<file path="src/rtl/ecc_rd_ctrl_pkg.sv">
// Shared definitions for the ECC read controller: SEC H-matrix columns,
// syndrome inversion mask, FSM state type and the syndrome helper.
package ecc_rd_ctrl_pkg;

  localparam int unsigned DW    = 32;
  localparam int unsigned CW    = 6;
  localparam int unsigned RAW_W = DW + CW;

  localparam logic [CW-1:0] SYN_INV = 6'b010101;

  // H-matrix data columns, index i = data bit i. Check bit j has column 1<<j.
  // All columns are distinct, nonzero and not one-hot.
  localparam logic [DW-1:0][CW-1:0] H_DATA = {
    6'h31, 6'h2C, 6'h2A, 6'h29, 6'h26, 6'h25, 6'h23, 6'h1C,  // 31..24
    6'h1A, 6'h19, 6'h16, 6'h15, 6'h13, 6'h0E, 6'h0D, 6'h0C,  // 23..16
    6'h07, 6'h30, 6'h28, 6'h24, 6'h12, 6'h21, 6'h18, 6'h14,  // 15..8
    6'h22, 6'h11, 6'h0B, 6'h0A, 6'h09, 6'h06, 6'h05, 6'h03   // 7..0
  };

  typedef enum logic [2:0] {
    ST_IDLE,
    ST_ISSUE,
    ST_WAIT,
    ST_DEC,
    ST_RESP
  } state_t;

  // syn = H*raw ^ SYN_INV; zero means a clean codeword
  function automatic logic [CW-1:0] calc_syn(input logic [RAW_W-1:0] raw);
    logic [CW-1:0] s;
    s = raw[RAW_W-1:DW] ^ SYN_INV;
    for (int unsigned i = 0; i < DW; i++) begin
      if (raw[i]) s = s ^ H_DATA[i];
    end
    return s;
  endfunction

endpackage

</file>
<file path="src/rtl/ecc_syn_dec.sv">
// Combinational SEC decoder: corrects a single data-bit error, reports
// check-bit errors as corrected, flags everything else as uncorrectable.
module ecc_syn_dec
  import ecc_rd_ctrl_pkg::*;
(
  input  logic [RAW_W-1:0] raw,
  output logic [DW-1:0]    data,
  output logic             corr,
  output logic             uncorr
);

  logic [CW-1:0] syn;

  // Syndrome lookup and single-bit correction
  always_comb begin
    syn    = calc_syn(raw);
    data   = raw[DW-1:0];
    corr   = 1'b0;
    uncorr = 1'b0;
    if (syn != '0) begin
      if ($onehot(syn)) begin
        corr = 1'b1;
      end else begin
        uncorr = 1'b1;
        for (int unsigned i = 0; i < DW; i++) begin
          if (syn == H_DATA[i]) begin
            data[i] = ~raw[i];
            corr    = 1'b1;
            uncorr  = 1'b0;
          end
        end
      end
    end
  end

endmodule

</file>
<file path="src/rtl/ecc_rd_ctrl.sv">
// Two-port round-robin read controller for the 38-bit ECC memory.
// One transaction in flight: IDLE -> ISSUE -> WAIT -> DEC -> RESP.
module ecc_rd_ctrl
  import ecc_rd_ctrl_pkg::*;
#(
  parameter int unsigned AW      = 8,
  parameter int unsigned MEM_LAT = 2,
  parameter int unsigned CNT_W   = 8
) (
  input  logic             clk,
  input  logic             rst,
  input  logic             p0_req,
  input  logic [AW-1:0]    p0_addr,
  input  logic             p1_req,
  input  logic [AW-1:0]    p1_addr,
  output logic             p0_ack,
  output logic             p1_ack,
  output logic [DW-1:0]    rdata,
  output logic             err_corr,
  output logic             err_uncorr,
  output logic             busy,
  input  logic             clr_cnt,
  output logic [CNT_W-1:0] corr_cnt,
  output logic [CNT_W-1:0] uncorr_cnt,
  output logic             mem_rd_en,
  output logic [AW-1:0]    mem_addr,
  input  logic [RAW_W-1:0] mem_rdata
);

  localparam int unsigned LAT_W = 3;

  state_t             state_q, state_d;
  logic               gnt_q;      // 0 = port0, 1 = port1
  logic               last_q;     // port granted by the previous transaction
  logic [AW-1:0]      addr_q;
  logic [LAT_W-1:0]   lat_q;
  logic [RAW_W-1:0]   raw_q;
  logic [DW-1:0]      rdata_q;
  logic               corr_q, uncorr_q;
  logic [CNT_W-1:0]   corr_cnt_q, uncorr_cnt_q;

  logic               grant_go, grant_id, lat_done;
  logic [DW-1:0]      dec_data;
  logic               dec_corr, dec_uncorr;

  assign lat_done = (lat_q == LAT_W'(MEM_LAT - 1));

  ecc_syn_dec u_dec (
    .raw    (raw_q),
    .data   (dec_data),
    .corr   (dec_corr),
    .uncorr (dec_uncorr)
  );

  // Next-state, arbitration and strobe outputs
  always_comb begin
    state_d   = state_q;
    grant_go  = 1'b0;
    grant_id  = 1'b0;
    case (state_q)
      ST_IDLE: begin
        if (p0_req || p1_req) begin
          state_d  = ST_ISSUE;
          grant_go = 1'b1;
          grant_id = (p0_req && p1_req) ? ~last_q : p1_req;
        end
      end
      ST_ISSUE: state_d = ST_WAIT;
      ST_WAIT:  if (lat_done) state_d = ST_DEC;
      ST_DEC:   state_d = ST_RESP;
      ST_RESP:  state_d = ST_IDLE;
      default:  state_d = ST_IDLE;
    endcase
    mem_rd_en  = (state_q == ST_ISSUE);
    p0_ack     = (state_q == ST_RESP) && !gnt_q;
    p1_ack     = (state_q == ST_RESP) &&  gnt_q;
    busy       = (state_q != ST_IDLE);
    mem_addr   = addr_q;
    rdata      = rdata_q;
    err_corr   = corr_q;
    err_uncorr = uncorr_q;
    corr_cnt   = corr_cnt_q;
    uncorr_cnt = uncorr_cnt_q;
  end

  // State register, grant capture, latency counter and raw codeword capture
  always_ff @(posedge clk or posedge rst) begin
    if (rst) begin
      state_q <= ST_IDLE;
      gnt_q   <= 1'b0;
      last_q  <= 1'b1;
      addr_q  <= '0;
      lat_q   <= '0;
      raw_q   <= '0;
    end else begin
      state_q <= state_d;
      if (grant_go) begin
        gnt_q  <= grant_id;
        addr_q <= grant_id ? p1_addr : p0_addr;
      end
      if (state_q == ST_ISSUE) lat_q <= '0;
      else if (state_q == ST_WAIT) lat_q <= lat_q + LAT_W'(1);
      if (state_q == ST_WAIT && lat_done) raw_q <= mem_rdata;
      if (state_q == ST_RESP) last_q <= gnt_q;
    end
  end

  // Decoded result registers, held until the next DEC
  always_ff @(posedge clk or posedge rst) begin
    if (rst) begin
      rdata_q  <= '0;
      corr_q   <= 1'b0;
      uncorr_q <= 1'b0;
    end else if (state_q == ST_DEC) begin
      rdata_q  <= dec_data;
      corr_q   <= dec_corr;
      uncorr_q <= dec_uncorr;
    end
  end

  // Saturating error counters; a clear overrides a coincident increment
  always_ff @(posedge clk or posedge rst) begin
    if (rst) begin
      corr_cnt_q   <= '0;
      uncorr_cnt_q <= '0;
    end else if (clr_cnt) begin
      corr_cnt_q   <= '0;
      uncorr_cnt_q <= '0;
    end else if (state_q == ST_RESP) begin
      if (corr_q && corr_cnt_q != '1)
        corr_cnt_q <= corr_cnt_q + CNT_W'(1);
      if (uncorr_q && uncorr_cnt_q != '1)
        uncorr_cnt_q <= uncorr_cnt_q + CNT_W'(1);
    end
  end

endmodule

</file>
<file path="config.mk">
export PLATFORM = sky130hd
export DESIGN_NAME = ecc_rd_ctrl
export DESIGN_NICKNAME = d
export VERILOG_FILES = /design/src/rtl/ecc_rd_ctrl_pkg.sv /design/src/rtl/ecc_syn_dec.sv /design/src/rtl/ecc_rd_ctrl.sv
export SDC_FILE = /design/constraint.sdc
export NUM_CORES = 1
export LEC_CHECK = 0
export CAP_MARGIN = 20
export CORE_ASPECT_RATIO = 0.75
export CORE_MARGIN = 1.5
export CORE_UTILIZATION = 40
export CTS_CLUSTER_SIZE = 40
export DETAILED_ROUTE_END_ITERATION = 10
export PLACE_DENSITY = 0.64
export SETUP_SLACK_MARGIN = 0.15
export SYNTH_ARGS = -nofsm -noshare
export SYNTH_HDL_FRONTEND = slang
export SYNTH_SLANG_ARGS = --single-unit
</file>
<file path="constraint.sdc">
create_clock -name clk -period 7.2 [get_ports clk]
set_input_delay 1.44 -clock clk [delete_from_list [all_inputs] [get_ports clk]]
set_output_delay 1.44 -clock clk [all_outputs]
set_load 0.02 [all_outputs]
</file>
==> flow_summary.ini <==
[finish]
fin_nets = 745
diodes = 0
syn_to_final_growth_pct = 28.6
drive_gt1_share_pct = 10.2

[worst_hold_path]
hp-class = register to register

[grt]
track_usage_pct = 20.4
grt_max_degree = 55
grt_pass1_vias = 4407
overflow = 0
antenna_found_initial = 0
grt_pass1_wl_um = 24000

[floorplan]
start_util_pct = 41.6
die_h_um = 107
dieArea_mm2 = 0.0153
rows = 37
core_mm2 = 0.0140
die_x_um = 142
ios = 121

[synth]
post_synth.cell_area_avg_um2 = 10.4
ys_seq_elements = 104
synth_edf_count = 0
yosysWarnings = 0
syn_area_mm2 = 0.00582
synth-seq-area-share_pct = 44.7
synth_top_area_share_pct = 44.3
synth_cell_types = 51
synth_area_leaders = dfrtp_1 (44%), xnor2_1 (8.6%), mux2_2 (7.5%), nor2_1 (3.4%), nand2_1 (3.2%)
yosysTopAreaCell = dfrtp_1
async_flop_share_pct = 100
synth_fp_nets = 635
synth_cells = 560
synth_ff_type = dfrtp_1

[placed_design]
dp_hpwl_um = 11400
io_buffers = 120
globalplace.congestion = 0.890

[route]
vias_per_cell = 5.27
drt-wirelength-per-cell_um = 17.3
num_vias = 4589
ant_nets = 0
wl_um = 15000
dr.pass1.iters = 4
drc = 0
drtIter0Drc = 254

[sta]
setup_viol_count_final = 0
finClkSkew_ns = 0.00694
max_freq_mhz = 217
rsz0062_at_grt = false
max-slew-margin-rel_pct = 37.0
period_minus_slack_ns = 4.61
tns_ns = 0
final_hold_viol_count = 0
slew_viol_final = 0
worstMarginPinSlew_ns = 0.945
period_share_pct = 64.1

[clock_network]
cts.repair.resized = 0
cts_buffers = 9
htree_levels = 3
clock-sinks = 104
clkTransAtPathRegs_ns = 0.07
clock_latency_ns = 0.34
cts_tree = built
cts_root_buf = clkbuf_16
cts_max_path_buffers = 2
postCtsSetupBuffers = 0
cts_hold_buf = 0

[job]
drv_cap = 0

[setup_path]
cp-end-kind = register
arrival_ns = 4.81
cp.required_ns = 7.40
crit_type = register to register
cp-start-kind = register
cp_max_fo = 9

[run_status]
status = finished clean
## critical path, stage by stage, from the launching register on
cell and delay, ns:
dfrtp_1 0.48, xnor2_1 0.20, xnor3_1 0.43, xnor2_1 0.47
xnor2_1 0.22, inv_1 0.09, ha_1 0.37, fa_1 0.55
ha_1 0.22, xnor2_1 0.12, nand3b_1 0.31, and2_1 0.32
nand2_1 0.12, o311ai_0 0.40, nand3_1 0.15
## through the flow
stage	worst slack (ns)	hold slack [ns]	utilization [%]	cell area, um2	instances
2_1_floorplan	3.03	0.478	-	5820	560
3_3_place_gp	2.65	0.464	51.4	7190	853
3_5_place_dp	2.70	0.472	51.4	7190	853
4_1_cts	2.64	0.489	53.5	7480	869
5_1_grt	2.33	0.535	53.5	7490	870
6_report	2.59	0.483	53.5	7490	870
## cells in the final DEF, fill, tap and decap left out, types with 5 or more instances in the layout
cell,instances
a21oi_1,7
a31oi_1,25
clkbuf_16,9
clkdlybuf4s50_1,120
dfrtp_1,103
ha_1,14
inv_1,14
mux2_2,39
mux2i_1,10
nand2_1,49
nand3_1,15
nand4_1,6
nand4b_1,5
nor2_1,53
nor3_1,6
o21ai_0,18
o311ai_0,5
o31ai_1,22
or4_1,23
xnor2_1,57
xor2_1,15
## routing by layer
metal	wire, um	part of all wire [%]	track usage [%]
met1	7220	48	30.0
met2	6650	44	31.7
met3	1070	7.1	3.91
met4	86	0.57	3.02
met5	0	0	0
## cell usage after synthesis (7+ instances only)
cell type / instances
nor2_1: 53
inv_1: 15
o21ai_0: 18
dfrtp_1: 103
xnor2_1: 57
mux2_2: 39
mux2i_1: 10
xor2_1: 15
a21oi_1: 7
ha_1: 14
or4_1: 23
nand2_1: 49
a31oi_1: 25
nand3_1: 15
o31ai_1: 22
clkbuf_1: 18
## registers in the layout (all words and copies together), names as in the netlist
register    flops
corr_cnt        8
err_corr        1
err_uncorr      1
gnt_q           1
last_q          1
lat_q           3
mem_addr        8
raw_q          38
rdata          32
state_q         3
uncorr_cnt      8
## cells by family after synthesis
family | count (synthesis) | share of synthesized area [%]
fa+ha+maj | 16 | 3.70
simple gates | 176 | 15.1
compound gates | 95 | 11.4
xor+xnor | 78 | 12.9
mux | 49 | 9.26
buf+inv | 42 | 2.88
flops | 104 | 44.7
## path summary, 6_finish.rpt
kind	cells after the start	slack, ns	startpoint	endpoint
min reg2reg	2	0.48	mem_addr[5]	mem_addr[5]
min in group asynchronous	2	1.54	rst	uncorr_cnt[5]
max reg2reg	14	2.59	raw_q[3]	rdata[11]
min	2	0.48	mem_addr[5]	mem_addr[5]
max	14	2.59	raw_q[3]	rdata[11]
max in group asynchronous	3	4.51	rst	raw_q[30]
## cell type report
cell class              instances  area [um2]
repair buffers                124        1230
flip-flops and latches        104        2600
multi-input cells             414        3050
clock buffers                  10         239
fillers                      1270        6490
inverters                      17        66.3
well taps                     195         244
clock inverters                 6        52.6
Power is not shown: default switching activity piles up to over one toggle a cycle in this logic, so the estimate is an artifact.
